### config.mk
export PLATFORM = sky130hd
export DESIGN_NAME = mem_access_unit
export DESIGN_NICKNAME = d
export VERILOG_FILES = /design/src/rtl/mem_access_unit_pkg.sv /design/src/rtl/mem_access_unit_counters.sv /design/src/rtl/mem_access_unit.sv
export SDC_FILE = /design/constraint.sdc
export NUM_CORES = 1
export LEC_CHECK = 0
export ABC_AREA = 1
export CAP_MARGIN = 30
export CORE_MARGIN = 2
export CORE_UTILIZATION = 35
export CTS_BUF_LIST = sky130_fd_sc_hd__clkbuf_8 sky130_fd_sc_hd__clkbuf_16
export CTS_CLUSTER_SIZE = 12
export DETAILED_ROUTE_END_ITERATION = 10
export PLACE_DENSITY_LB_ADDON = 0.3
export SYNTH_ARGS = -nofsm -noshare
export SYNTH_HDL_FRONTEND = slang
export SYNTH_SLANG_ARGS = --single-unit
### constraint.sdc
create_clock -name clk -period 1.79 [get_ports clk]
set_input_delay 0.2685 -clock clk [delete_from_list [all_inputs] [get_ports clk]]
set_output_delay 0.2685 -clock clk [all_outputs]
set_load 0.005 [all_outputs]
### src/rtl/mem_access_unit_pkg.sv
// Shared constants for the memory stage: MMIO map, access sizes, LDX selects.
// Latency: n/a (constants and a pure helper function only).
// Backpressure: n/a.
package mem_access_unit_pkg;

    // Memory-mapped I/O addresses (region selected by addr[31]=1)
    localparam logic [31:0] MMIO_UART_STAT = 32'h8000_0000;
    localparam logic [31:0] MMIO_UART_RX   = 32'h8000_0004;
    localparam logic [31:0] MMIO_UART_TX   = 32'h8000_0008;
    localparam logic [31:0] MMIO_CYCLE     = 32'h8000_0010;
    localparam logic [31:0] MMIO_INSTR     = 32'h8000_0014;
    localparam logic [31:0] MMIO_CNT_CLR   = 32'h8000_0018;

    // mem_size encodings; 2'b11 behaves as a word access
    localparam logic [1:0] SIZE_BYTE = 2'b00;
    localparam logic [1:0] SIZE_HALF = 2'b01;
    localparam logic [1:0] SIZE_WORD = 2'b10;

    // Load extractor select encodings
    typedef enum logic [2:0] {
        LDX_LW  = 3'b000,
        LDX_LHU = 3'b001,
        LDX_LH  = 3'b010,
        LDX_LBU = 3'b011,
        LDX_LB  = 3'b100
    } ldx_sel_e;

    function automatic ldx_sel_e ldx_sel_of(input logic [1:0] size, input logic is_unsigned);
        case (size)
            SIZE_BYTE: return is_unsigned ? LDX_LBU : LDX_LB;
            SIZE_HALF: return is_unsigned ? LDX_LHU : LDX_LH;
            default:   return LDX_LW;
        endcase
    endfunction

endpackage

### src/rtl/mem_access_unit_counters.sv
// Free-running cycle counter and retired-instruction counter, readable over MMIO.
// Latency: increment/clear visible the cycle after the request.
// Backpressure: none; clear wins over increment, both wrap at 2^32.
module mmio_counters (
    input  logic        clk,
    input  logic        rst,
    input  logic        clr,
    input  logic        inst_inc,
    output logic [31:0] cycle_cnt,
    output logic [31:0] instr_cnt
);

    // Count cycles unconditionally and instructions on request; clear beats increment
    always_ff @(posedge clk) begin
        if (rst || clr) begin
            cycle_cnt <= 32'd0;
            instr_cnt <= 32'd0;
        end else begin
            cycle_cnt <= cycle_cnt + 32'd1;
            if (inst_inc) begin
                instr_cnt <= instr_cnt + 32'd1;
            end
        end
    end

endmodule

### src/rtl/mem_access_unit.sv
// Memory stage front-end: BRAM and MMIO (UART, counters) access, load metadata for LDX.
// Latency: access in cycle N, ldx_* outputs valid in N+1; stall freezes all metadata.
// Backpressure: stall suppresses side effects; UART TX bytes are dropped if not ready.
// Optional: define MISALIGN_CHECK_EN to flag and suppress misaligned half/word accesses.
module mem_access_unit
    import mem_access_unit_pkg::*;
#(
    parameter int DMEM_AWIDTH = 14
) (
    input  logic                   clk,
    input  logic                   rst,
    input  logic                   stall,
    input  logic                   inst_valid,
    input  logic                   mem_rd,
    input  logic                   mem_wr,
    input  logic [1:0]             mem_size,
    input  logic                   mem_unsigned,
    input  logic [31:0]            addr,
    input  logic [31:0]            wdata,
    output logic                   dmem_en,
    output logic [3:0]             dmem_we,
    output logic [DMEM_AWIDTH-1:0] dmem_addr,
    output logic [31:0]            dmem_din,
    input  logic [31:0]            dmem_dout,
    input  logic                   uart_tx_ready,
    output logic                   uart_tx_valid,
    output logic [7:0]             uart_tx_data,
    input  logic                   uart_rx_valid,
    input  logic [7:0]             uart_rx_data,
    output logic                   uart_rx_ready,
    output logic [31:0]            ldx_in,
    output logic [2:0]             ldx_sel,
    output logic [1:0]             ldx_offset,
    output logic                   misaligned
);

    logic        act;
    logic        ok;
    logic        is_mmio;
    logic        load_req;
    logic        mis_c;
    logic        cnt_clr;
    logic [3:0]  we_raw;
    logic [31:0] mmio_rdata;
    logic [31:0] cycle_cnt;
    logic [31:0] instr_cnt;

    ldx_sel_e    ldx_sel_q;
    logic [1:0]  offset_q;
    logic        src_q;
    logic        bram_q;
    logic [31:0] mmio_q;
    logic        mis_q;

    assign act      = !stall && !rst;
    assign is_mmio  = addr[31];
    // A simultaneous store wins; the load side is treated as absent
    assign load_req = mem_rd && !mem_wr;

    // Misalignment detection (half at odd offset, word at any nonzero offset)
    always_comb begin
        mis_c = 1'b0;
`ifdef MISALIGN_CHECK_EN
        case (mem_size)
            SIZE_BYTE: mis_c = 1'b0;
            SIZE_HALF: mis_c = addr[0];
            default:   mis_c = (addr[1:0] != 2'b00);
        endcase
`endif
    end

    assign ok = act && !mis_c;

    // Lane replication and byte enables for stores
    always_comb begin
        we_raw   = 4'b1111;
        dmem_din = wdata;
        case (mem_size)
            SIZE_BYTE: begin
                we_raw   = 4'b0001 << addr[1:0];
                dmem_din = {4{wdata[7:0]}};
            end
            SIZE_HALF: begin
                we_raw   = 4'b0011 << addr[1:0];
                dmem_din = {2{wdata[15:0]}};
            end
            default: begin
                we_raw   = 4'b1111;
                dmem_din = wdata;
            end
        endcase
    end

    assign dmem_en       = !stall;
    assign dmem_addr     = addr[DMEM_AWIDTH+1:2];
    assign dmem_we       = (mem_wr && ok && !is_mmio) ? we_raw : 4'b0000;
    assign uart_tx_valid = mem_wr && ok && (addr == MMIO_UART_TX);
    assign uart_tx_data  = wdata[7:0];
    assign uart_rx_ready = load_req && ok && (addr == MMIO_UART_RX);
    assign cnt_clr       = mem_wr && ok && (addr == MMIO_CNT_CLR);

    // MMIO read mux; unmapped addresses read as zero
    always_comb begin
        mmio_rdata = 32'd0;
        case (addr)
            MMIO_UART_STAT: mmio_rdata = {30'd0, uart_rx_valid, uart_tx_ready};
            MMIO_UART_RX:   mmio_rdata = {24'd0, uart_rx_data};
            MMIO_CYCLE:     mmio_rdata = cycle_cnt;
            MMIO_INSTR:     mmio_rdata = instr_cnt;
            default:        mmio_rdata = 32'd0;
        endcase
    end

    mmio_counters u_counters (
        .clk       (clk),
        .rst       (rst),
        .clr       (cnt_clr),
        .inst_inc  (inst_valid && !stall),
        .cycle_cnt (cycle_cnt),
        .instr_cnt (instr_cnt)
    );

    // Load metadata crossing the BRAM read latency; held while stalled
    always_ff @(posedge clk) begin
        if (rst) begin
            ldx_sel_q <= LDX_LW;
            offset_q  <= 2'b00;
            src_q     <= 1'b0;
            bram_q    <= 1'b0;
            mmio_q    <= 32'd0;
            mis_q     <= 1'b0;
        end else begin
            // One-cycle flag aligned with the ldx outputs of the offending access
            mis_q <= mis_c && (mem_rd || mem_wr) && !stall;
            if (!stall) begin
                ldx_sel_q <= load_req ? ldx_sel_of(mem_size, mem_unsigned) : LDX_LW;
                offset_q  <= addr[1:0];
                src_q     <= load_req && is_mmio;
                bram_q    <= load_req && !is_mmio;
                mmio_q    <= (load_req && is_mmio) ? mmio_rdata : 32'd0;
            end
        end
    end

    // BRAM data is forwarded only after a BRAM load, so reset and non-load cycles read zero
    assign ldx_in     = src_q ? mmio_q : (bram_q ? dmem_dout : 32'd0);
    assign ldx_sel    = ldx_sel_q;
    assign ldx_offset = offset_q;
    assign misaligned = mis_q;

endmodule

==> metrics.csv <==
metric,value,unit
Crit Path Category,in2out,
Yosys top cell area share,31.5,%
global-route wire length before repair,35.6,mm
peak supply drop,0.000426,V
pin count of the biggest net entering global routing,38,
worst r2r dst,u_counters.instr_cnt[26],
final wirelength,22.5,mm
mapped cell area,0.00655,mm^2
largest family of logic cells by synthesized area,simple AND/OR/NAND/NOR gates,
final instance area,0.0105,mm^2
htree depth,3,
CP max-delay cell,dlygate4sd2_1,
Root Buffer,clkbuf_16,
Finished Layout Cells,1567,
area growth from synthesis to layout,59.6,%
min-delay worst type,in2reg,
cts bufs inserted,9,
gr ovfl total,0,
sequential cell area fraction in the yosys report,31.5,%
multiplexer area fraction after synthesis,0,%
Worst-Skew Late Latency,350,ps
Switch Pwr,1.27,mW
PortBufs,212,
#FFs+latches synth,103,
Setup Viol. Count Final,0,
Vias/cell,4.87,
Die W,141,um
Std-Cell Rows,50,
"area leader, netlist",dfxtp_1,
clock tree buffer depth,2,
CTS Hold Bufs,0,
total power,5.22,mW
worst r2r path cells,8,
Crit Reg-Reg Startpoint,u_counters.instr_cnt[12],
MaxCap Viol Count,0,
yosys warns,0,
Post-DP HPWL,16.5,mm
Avg WL per Cell,14.3,um
LEAKAGE,4.70,nW
Die Ht,141,um
outcome,finished clean,
Period minus WS final,1740,ps
CP bufs+invs,3,
Max Fanout on Critical Path,2,
Post-synth top cells,"340 x nand2_1, 122 x nand3_1, 103 x dfxtp_1, 97 x nor2_1, 96 x inv_1",
crit path launch,addr[15],
Crit. End Element,primary output,
compound-gate portion of the synthesized area,8.98,%
Register-to-Register Setup Slack,90,ps
share of total power in combinational logic,17.1,%
Initial DRT Pass Iterations,5,
Syn Inst Count,1049,
Synth Area per Inst,6.25,um^2
CP startpoint kind,input pin,
commonest register cell after synthesis,dfxtp_1,
share of cells above drive strength 1,21.8,%
final RePlAce weighted congestion,0.922,
Worst EP required,1520,ps
Initial Util,35.4,%
CTS tree,built,
P_int,3.95,mW
CP cell instances,"dlygate4sd2_1, nor2_1, nand2_2, nor2_4, inv_2, nor2_4, nand2_2, nor4_2, buf_2",
post-synthesis simple-gate area fraction,43.3,%
pwr dens,499,mW/mm^2
Post-DP Area,0.00935,mm^2
Post-route DRC,0,
Final Max Slew Viols,0,
vias in the first global route,7192,
via count,7629,
"EDFF count, synth",0,
min-delay src,addr[0],
"Hold Violations, Final",0,
I/O pin count,214,
Sw Share,24.3,%
Core Region,0.0185,mm^2
xor-xnor portion of the synthesized cell area,3.48,%
clock skew,6.37,ps
Critical Path Stages,9,
DR iter-0 viols,444,
Die ar.,0.0198,mm^2
Max stage delay on crit path,250,ps
clock sink count,103,
ANT nets after route,0,
Synth area leaders,"dfxtp_1 31%, nand2_1 19%, nand3_1 9.3%",
Mapped Nets,1166,
Adder-Cell Fraction of Synth Area,0.382,%
arrival time at the worst endpoint,1470,ps
Top Family by Delay on Critical Path,simple AND/OR/NAND/NOR gates,
"Clk pin slew, worst setup/hold paths",60,ps
Total GRT Usage,22.0,%
initial antenna violation count,1,
FMAX,574,MHz
end of the critical path,uart_rx_ready,
placed cells,1520,
Final Cycle Share,97.3,%
Final #Nets,1444,
most common cell in the netlist,nand2_1,
"Distinct cells, synth",44,
clock power share,38.7,%
Flop pwr share,44.3,%
Async SR Flop Fraction,0,%
==> state kept, by name, summed over array words and instances (netlist names) <==
register              count
bram_q                    1
src_q                     1
ldx_sel                   3
u_counters.cycle_cnt     32
mmio_q                   32
ldx_offset                2
u_counters.instr_cnt     32
==> metrics by stage <==
stage	setup TNS, ps	setup WS, ps	hold WS (ps)	utilization, %
floorplan	0	217	420	-
global placement	-34950	-571	453	50.5
detailed placement	-35210	-616	457	50.5
global route	-274	-44.3	321	56.5
CTS	-40.0	-40.0	443	54.1
finish	0	47.9	286	56.5
==> layout by cell type, fill, tap and decap left out, types with 5 or more instances in the layout <==
cell / count
nor2_4: 14
nand2_2: 30
dlygate4sd2_1: 59
clkbuf_16: 11
nor2_1: 76
buf_12: 10
inv_1: 91
clkbuf_2: 10
o211ai_1: 8
clkdlybuf4s15_1: 9
inv_2: 7
a21oi_1: 58
nand4_1: 6
nor2_2: 20
nor3_4: 5
o21ai_0: 27
xor2_1: 23
a21oi_2: 9
buf_6: 14
nor3_1: 15
nand3_1: 105
nand3_2: 20
dfxtp_1: 100
buf_4: 93
dlymetal6s2s_1: 11
nand2_1: 308
nor3_2: 7
clkdlybuf4s50_1: 120
==> layer usage <==
layer,track usage (%),wire length (um),vias to the layer above
met5,0,0,-
met4,6.68,465,0
met3,3.19,1080,25
met2,39.2,11100,215
met1,27.6,9810,3494
li1,-,-,3895
==> cell families after synthesis <==
group                      count (synthesis)
AOI/OAI and AO/OA                        110
xor gates and xnor gates                  26
adders and majority gates                  2
buffers and inverters                    173
DFF                                      103
other                                      1
and+or+nand+nor                          634
==> worst min-delay path by stage <==
stage | cells past startpoint | to | slack (ps)
floorplan | 2 | ldx_offset[0] | 420
global placement | 2 | mmio_q[28] | 450
detailed placement | 2 | mmio_q[31] | 460
CTS | 4 | ldx_offset[0] | 440
global route | 4 | ldx_offset[0] | 320
finish | 4 | ldx_offset[0] | 290
==> layout make-up <==
class	count	area [um^2]
Antenna cell	1	2.50
Clock buffer	10	239
Clock inverter	6	67.6
Fill cell	1741	8060
Inverter	101	390
Multi-Input combinational cell	773	4050
Sequential cell	103	2070
Tap cell	234	293
Timing Repair Buffer	339	3350
==> worst register-to-register path, stage by stage (launching register included) <==
cell and delay, ps:
dfxtp_1 400, inv_1 90, nor3_2 330, nand2_1 150
nor3_4 190, nand2_1 130, nor2_1 130, xnor2_1 130
nor2_1 50
==> power groups by stage <==
stage | combinational, mW | sequential [mW] | clock (mW)
finish | 0.891 | 2.31 | 2.02
global route | 0.962 | 2.31 | 2.13
CTS | 0.870 | 2.31 | 2.05
detailed placement | 0.866 | 2.37 | 0
global placement | 0.861 | 2.36 | 0
floorplan | 0.284 | 2.37 | 0
==> timing repair <==
item,4_1_cts,5_1_grt
resized for setup,134,130
pin swaps,17,58
buffers inserted,13,7
gates cloned,7,3
endpoints found under the hold margin,0,0
endpoints found under the setup margin,74,95
(Power assumes the default switching activity.)
